File: config.mk
export PLATFORM = sky130hd
export DESIGN_NAME = modport_apb_slave
export DESIGN_NICKNAME = d
export VERILOG_FILES = /design/src/rtl/modport_pkg.sv /design/src/rtl/modport_regbank.sv /design/src/rtl/modport_apb_slave.sv
export SDC_FILE = /design/constraint.sdc
export NUM_CORES = 2
export LEC_CHECK = 0
export ABC_AREA = 1
export BUFFER_PORTS_ARGS = -buffer_cell sky130_fd_sc_hd__buf_2
export CAP_MARGIN = 20
export CORE_UTILIZATION = 51
export CTS_BUF_LIST = sky130_fd_sc_hd__clkbuf_8
export CTS_CLUSTER_SIZE = 30
export DETAILED_ROUTE_END_ITERATION = 12
export GPL_TIMING_DRIVEN = 1
export PLACE_DENSITY = 0.78
export SLEW_MARGIN = 20
export SYNTH_ARGS = -nofsm -noshare
export SYNTH_HDL_FRONTEND = slang
export SYNTH_SLANG_ARGS = --single-unit
File: constraint.sdc
create_clock -name sys_clk -period 1.6 [get_ports sys_clk]
set_input_delay 0.08 -clock sys_clk [delete_from_list [all_inputs] [get_ports sys_clk]]
set_output_delay 0.08 -clock sys_clk [all_outputs]
set_load 0.005 [all_outputs]
File: src/rtl/modport_pkg.sv
// Shared types and constants for the APB-style slave endpoint and its register bank.
package modport_pkg;

  localparam int unsigned ADDR_W = 17;
  localparam int unsigned DATA_W = 32;
  localparam int unsigned IDX_W  = ADDR_W - 2;

  localparam logic [DATA_W-1:0] ERR_DATA_DEFAULT = 32'hDEAD_BEEF;

  typedef enum logic [1:0] {
    IDLE,
    SETUP,
    ACCESS
  } state_t;

endpackage

File: src/rtl/modport_regbank.sv
// DEPTH x 32 word bank: one write port, one read port, async reset to zero.
module modport_regbank
  import modport_pkg::*;
#(
  parameter int unsigned       DEPTH    = 64,
  parameter logic [DATA_W-1:0] ERR_DATA = ERR_DATA_DEFAULT
) (
  input  logic              clk_i,
  input  logic              rst_ni,
  input  logic              we_i,
  input  logic [IDX_W-1:0]  wr_idx_i,
  input  logic [DATA_W-1:0] wr_data_i,
  input  logic [IDX_W-1:0]  rd_idx_i,
  output logic [DATA_W-1:0] rd_word_o
);

  localparam int unsigned AW = (DEPTH > 1) ? $clog2(DEPTH) : 1;

  logic [DATA_W-1:0] mem_q [DEPTH];
  logic              wr_hit;
  logic              rd_hit;

  // The full index is compared so high address bits never alias into the bank.
  assign wr_hit = (32'(wr_idx_i) < DEPTH);
  assign rd_hit = (32'(rd_idx_i) < DEPTH);

  always_ff @(posedge clk_i or negedge rst_ni) begin
    if (!rst_ni) begin
      mem_q <= '{default: '0};
    end else if (we_i && wr_hit) begin
      mem_q[wr_idx_i[AW-1:0]] <= wr_data_i;
    end
  end

  assign rd_word_o = rd_hit ? mem_q[rd_idx_i[AW-1:0]] : ERR_DATA;

endmodule

File: src/rtl/modport_apb_slave.sv
// Zero-wait-state APB-style slave: setup/access FSM in front of a word register bank.
module modport_apb_slave
  import modport_pkg::*;
#(
  parameter int unsigned       DEPTH    = 64,
  parameter logic [DATA_W-1:0] ERR_DATA = ERR_DATA_DEFAULT
) (
  input  logic              sys_clk,
  input  logic              rst_n,
  input  logic              sel,
  input  logic              en,
  input  logic [ADDR_W-1:0] addr,
  input  logic              wr_en,
  input  logic [DATA_W-1:0] wr_data,
  output logic [DATA_W-1:0] rd_data
);

  state_t            state_q, state_d;
  logic [DATA_W-1:0] rd_data_q, rd_data_d;
  logic [IDX_W-1:0]  word_idx;
  logic [DATA_W-1:0] bank_word;
  logic              bank_we;
  logic              unused_addr_lsb;

  assign word_idx        = addr[ADDR_W-1:2];
  assign unused_addr_lsb = ^addr[1:0];

  always_ff @(posedge sys_clk or negedge rst_n) begin
    if (!rst_n) begin
      state_q   <= IDLE;
      rd_data_q <= '0;
    end else begin
      state_q   <= state_d;
      rd_data_q <= rd_data_d;
    end
  end

  always_comb begin
    state_d   = state_q;
    rd_data_d = rd_data_q;
    bank_we   = 1'b0;

    unique case (state_q)
      IDLE: begin
        if (sel && !en) state_d = SETUP;
      end
      SETUP: begin
        if (!sel) begin
          state_d = IDLE;
        end else if (en) begin
          state_d = ACCESS;
          bank_we = wr_en;
        end else begin
          state_d = SETUP;
        end
      end
      ACCESS: begin
        // en still high here ends the transfer; only a fresh setup continues.
        if (sel && !en) state_d = SETUP;
        else            state_d = IDLE;
      end
      default: state_d = IDLE;
    endcase

    // Reads load at every setup-phase edge so data is valid for the whole access cycle.
    if (sel && !en && !wr_en) rd_data_d = bank_word;
  end

  modport_regbank #(
    .DEPTH    (DEPTH),
    .ERR_DATA (ERR_DATA)
  ) u_regbank (
    .clk_i     (sys_clk),
    .rst_ni    (rst_n),
    .we_i      (bank_we),
    .wr_idx_i  (word_idx),
    .wr_data_i (wr_data),
    .rd_idx_i  (word_idx),
    .rd_word_o (bank_word)
  );

  assign rd_data = rd_data_q;

endmodule

Word level (Yosys, flattened, before mapping)
Cells that the tools add are included.

Bits in registers: 2082. Output and inout port bits: 32. Logic and storage cells: 95.

$lt $le $gt $ge: 3. Eq/ne operators: 3. Multiplexer cells: 15. Bitwise logic cells: 1. Reduce and logical (&&, ||, !) cells: 7.

Operator list (count): 2048-bit bitwise mux (1); 32-bit binary-select mux with 6-bit select (1); 32-bit demux with 6-bit select (1); 32-bit two-way mux (4); 15-bit by 7-bit less-than comparator with 1-bit output, second input constant (1); 7-bit >= comparator, second input constant (1); 7-bit by 1-bit less-than comparator with 1-bit output, second input constant (1); 6-bit inverter with 7-bit output (1); 2-bit two-way mux (3); 2-bit one-hot mux with 3 select lines (1); 1-bit logical AND (4); 1-bit two-way mux (4); 2-bit by 1-bit equality test with 1-bit output, second input constant (1); 2-bit equality test, second input constant (1); 1-bit zero test (2); 2-bit zero test (1); 2-bit != test, second input constant (1).

Logic depth before layout (Yosys ltp)
Word-level depth: 6. Gate-level depth with buffers: 16. Gate-level depth less buffers: 13.

Hierarchy
A second synthesis with hierarchy kept.

Cell total of the unflattened synthesis: 11977. Area, all modules: 94614.5 um2.

Modules (own cells, without submodules): modport_regbank (times used 1, cells each 11824, area each 93180.6 um2, seq. area each 51249.2 um2); modport_apb_slave (times used 1, cells each 153, area each 1433.9 um2, seq. area each 850.8 um2).

Worst setup path before layout
Ideal clock, no wire load.

Path kind: register -> register. From: register state_q[1]. To: register u_regbank.mem_q[1019] in the netlist's numbering. Setup time: 133 ps. Arrival: 1688 ps. Data required time: 1467 ps. Slack: -222 ps. Stages on the path, launching flop included: 10. Path buffers: 3. Period minus slack after synthesis: 1822 ps. Path through: dfrtp_1 -> nor3_2 -> nand2_1 -> nor3_2 -> buf_6 -> buf_6 -> nand4_4 -> clkbuf_1 -> nand2_1 -> o21ai_0.

Cells in the longest elaborated chain, start to end: 3.

RTL lines: start, declared (RTL line modport_apb_slave.sv:18) `state_t state_q, state_d;`; start signal, assigned (RTL line modport_apb_slave.sv:33) `state_q <= state_d;`; 2-bit by 1-bit equality test with 1-bit output (RTL line modport_apb_slave.sv:43) `unique case (state_q)`; 1-bit two-way mux (RTL line modport_apb_slave.sv:43); 1-bit logical AND (RTL line modport_regbank.sv:30) `end else if (we_i && wr_hit) begin`; end signal, assigned by index (RTL line modport_regbank.sv:31) `mem_q[wr_idx_i[AW-1:0]] <= wr_data_i;`; end, declared (RTL line modport_regbank.sv:19) `logic [DATA_W-1:0] mem_q [DEPTH];`.

Every way passes these cells. A chain may end at the register's enable or synchronous reset.

Worst setup path after layout
From: register state_q[1]. To: register u_regbank.mem_q[1598] in the netlist's numbering.

Same word-level chain as after synthesis.

==> reports/metrics.sh <==
OUTCOME='finished with violations'
VIOLATIONS='negative setup slack'
TIMING.CRITICAL_PATH.TO_TYPE='flop'
LAYOUT.FILLER_CELLS=15900
FINAL-MAX-SLEW-VIOLATION-COUNT=0
CRITICAL_PATH_PEAK_FANOUT=8
NETLIST_INSTANCES=13000
MAX_FREQ_MHz=453
FINAL_NETS=13400
VDD_DROP_MAX_V=0.000757
MAPPEDNETLISTAREA_UM2=98600
TIMING.FINAL.SETUP_VIOLATIONS=2112
FINAL_LAYOUT_SIZE_SUFFIX_GT1_SHARE_PCT=13.5
MIN_PERIOD_OVER_PERIOD_PCT=138
NUMBER_OF_BUFFERS_ON_THE_LONGEST_CLOCK_PATH=4
FLOORPLAN.INITIALDENSITY_PCT=51.3
MAX_CAPACITANCE_VIOLATION_COUNT=0
CRITPATHREQUIREDTIME_NS=2.47
SYN-NUM-NETS=13000
GRT_USAGE_PCT=33.3
FLOORPLAN.DIE_AREA_UM2=195000
SETUP_CLOCK_SKEW_AFTER_LAYOUT_NS=0.0891
GLOBAL_ROUTE_WIRE_LENGTH_BEFORE_REPAIR_UM=505000
CLOCK_TREE_FROM_TRITONCTS='done'
POWER.INTERNAL_uW=81100
YOSYS_WARNS=0
DETAIL_ROUTE.WIRELENGTH_UM=334000
WORST-ENDPOINT-ARRIVAL_NS=3.08
CRITPATHLAUNCHTYPE='flop'
P_SWITCHING_uW=27600
FINAL-HOLD-VIOLATION-COUNT=0
SETUP_SLACK_NS=-0.608
FINAL_UTIL_PCT=60.8
P_TOTAL_uW=109000
CLK_LATENCY_NS=1.06
WORST_PATH_LARGEST_CELL_DELAY_NS=0.41
ANTENNA_FOUND_INITIAL=14
GRT_OVF=0
PIN_COUNT_OF_THE_BIGGEST_NET_ENTERING_GLOBAL_ROUTING=114
VIAS=91200
POWER_FRAC_CLOCK_PCT=44.6
GRT_PASS1_VIAS=86000
NUMCTSBUFFERS=353
SYNTH.YOSYS.SEQ_AREA_SHARE_PCT=52.8
WL_PER_CELL_UM=20.7
NUM_ROWS=161
POST_ROUTE_ANT_NETS=0
YS_FF_LATCH=2082
FOOTPRINT_OF_THE_MULTI_INPUT_GATES_UM2=40600
SWITCHING_POWER_AS_A_SHARE_OF_TOTAL_POWER_PCT=25.4
SEQ_POWER_SHARE_PCT=48.4
COMB_POWER_SHARE_PCT=7.0
POWER_LEAKAGE_uW=0.0595
GRT_SETUP_UNREPAIRED='true'
DIE_Y_UM=442
AREA.GROWTH.SYNTH_TO_FINAL_PCT=18.5
POWER_PER_STANDARD_CELL_AREA_nW_PER_UM2=930
PLACE_HPWL_UM=206000
TIMING.CRITICAL_PATH.CELLS='nor3_4 -> nand2_4 -> nor3_4 -> buf_6 -> buf_12 -> nand4_4 -> buf_12 -> clkbuf_16 -> nand2_1 -> o21ai_1'
TIMING.FINAL.CRIT_PERIOD_NS=2.21
DRC_MARKER_COUNT_FROM_THE_FIRST_DETAILED_ROUTE_ITERATION=13000
STDCELL_AREA_UM2=117000
TIMING.MAX_SLEW.REL_SLACK_PCT=56.1
HTREE_NUM_LEVELS=5
DRT_DRC_VIOLATIONS_LEFT=0
REGAREA_UM2=52100
DESIGN.CORE.AREA_UM2=192000
POSTPLACECELLAREA_UM2=108000
HOLD_PATH_CLASS='in2reg'
CLKTRANSATPATHREGS_NS=0.06
POST_DRT_VIA_CELL_RATIO=5.64
PATH_CLASS='reg2reg'
SYNTHDISTINCTLIBCELLS=25
GPL.FINAL_WEIGHTED_CONGESTION=0.962
CRIT_PATH_TOP_DELAY_CELL='dfrtp_1'
WORSTMARGINPINSLEW_NS=0.659
FIRST_PASS_ITERS=9
IOPINCOUNT=86
DIE_W_UM=442
MEAN_POST_SYNTH_CELL_AREA_UM2=7.59
CTS_ROOT_BUFFER='clkbuf_8'
CTS_SINK_CNT=2082
IO_BUFFERS=83
==> cells by family (layout without fill, tap and decap cells) <==
family          after synthesis  after routing  share of synthesized area, %
other cells                   0              7                             0
compound gates             2296           2296                          11.9
buf+inv                    1507           2149                          6.38
flops                      2082           2082                          52.8
simple gates               7100           7100                          28.9
==> synth_stat cells <==
| cell | instances | share of area (%) |
|---|---|---|
| buf_6 | 42 | 0.48 |
| buf_2 | 197 | 1.0 |
| nor2_1 | 311 | 1.2 |
| inv_1 | 462 | 1.8 |
| nor3_4 | 5 | 0.082 |
| buf_8 | 1 | 0.015 |
| nand4_4 | 61 | 1.3 |
| inv_4 | 1 | 0.0063 |
| buf_4 | 16 | 0.12 |
| clkbuf_1 | 706 | 2.7 |
| o21ai_0 | 1813 | 9.2 |
| buf_1 | 40 | 0.15 |
| o21ai_1 | 376 | 1.9 |
| dfrtp_1 | 2082 | 53 |
| nand4_2 | 3 | 0.038 |
| o21ai_2 | 26 | 0.23 |
| nor3_2 | 5 | 0.051 |
| clkinv_1 | 33 | 0.13 |
| nand3_1 | 243 | 1.2 |
| a21oi_1 | 16 | 0.081 |
| inv_2 | 6 | 0.023 |
| clkbuf_2 | 3 | 0.015 |
| or2_2 | 130 | 0.82 |
| o211ai_1 | 65 | 0.49 |
| nand2_1 | 6342 | 24 |
==> layer usage <==
metal  up-vias  track usage [%]  wire [um]
met1     43200             43.4     126000
met2      5335             49.7     144000
met4         6             20.5      22900
li1      41600                -          -
met5         -                0         42
met3      1119             8.55      41400
==> path summary, 6_finish.rpt <==
check / from / to / slack, ns / cells past startpoint
worst max-delay path: state_q[1] / u_regbank.mem_q[1598] / -0.61 / 10
worst min-delay path: addr[3] / u_regbank.mem_q[1369] / 0.04 / 7
worst max register to register: state_q[1] / u_regbank.mem_q[1598] / -0.61 / 10
worst min register to register: u_regbank.mem_q[1191] / u_regbank.mem_q[1191] / 0.48 / 2
max in group asynchronous: rst_n / u_regbank.mem_q[1703] / 0.35 / 6
min in group asynchronous: rst_n / u_regbank.mem_q[2038] / 0.28 / 4
==> repair_timing <==
action,CTS,global route
gates resized for setup,30,176
hold buffers,61,0
endpoints found under the hold margin,4157,0
pin swaps,2,3
gates cloned,0,23
endpoints found under the setup margin,2107,2112
buffers inserted,1,8
==> through the flow <==
step	hold WS (ns)	cells	setup TNS, ns	worst slack, ns
after floorplan	-0.216	13000	-298.88	-0.172
after global placement	-0.0191	15500	-1018.17	-0.692
after detailed placement	-0.0172	15500	-1104.20	-0.686
after CTS	-0.000669	16100	-770.28	-0.476
after global routing	0.0282	16200	-1086.18	-0.644
final	0.0368	16200	-951.87	-0.608
==> sequential cells by signal, summed over array words and instances (netlist names) <==
| name | flops |
|---|---|
| rd_data | 32 |
| state_q | 2 |
| u_regbank.mem_q | 2048 |
==> layout by cell type, fill, tap and decap left out <==
master	count
inv_1	564
clkinvlp_4	8
clkbuf_8	454
inv_2	35
buf_12	308
buf_2	79
o21ai_1	642
nand2_2	46
bufinv_16	6
clkinv_2	38
nor2_1	307
o211ai_1	65
nor2_2	1
inv_4	1
nand2_4	17
o21ai_0	1528
buf_8	4
nor3_4	10
dfrtp_1	2082
buf_16	3
buf_6	14
clkbuf_16	16
nand2_1	6279
inv_8	2
inv_6	2
nand4_4	64
o21ai_2	45
nor2_4	3
a21oi_1	16
nand3_1	243
clkinv_1	1
buf_4	554
dlygate4sd3_1	60
or2_2	130
diode_2	7
==> power groups by stage <==
stage | sequential, uW | clock (uW) | combinational, uW
3_3_place_gp | 53600 | 0 | 7240
3_5_place_dp | 53600 | 0 | 7270
5_1_grt | 52600 | 50900 | 8000
4_1_cts | 52700 | 48700 | 7430
6_report | 52700 | 48500 | 7580
2_1_floorplan | 53600 | 0 | 2700
==> cell type report <==
class | count | area share (%)
sequential | 2082 | 44.6
inverter | 502 | 1.63
clock inverter | 155 | 0.702
clock buffer | 454 | 5.35
antenna | 7 | 0.0150
tap | 2526 | 2.70
timing repair buffer | 1038 | 10.3
multi-input combinational | 9396 | 34.7
==> critical path: cells and delay by family (launching register included) <==
| family | cells | cell delay, ns |
|---|---|---|
| simple gates | 5 | 0.80 |
| buf+inv | 4 | 0.74 |
| flops | 1 | 0.41 |
| compound gates | 1 | 0.06 |
(Power assumes the default switching activity.)
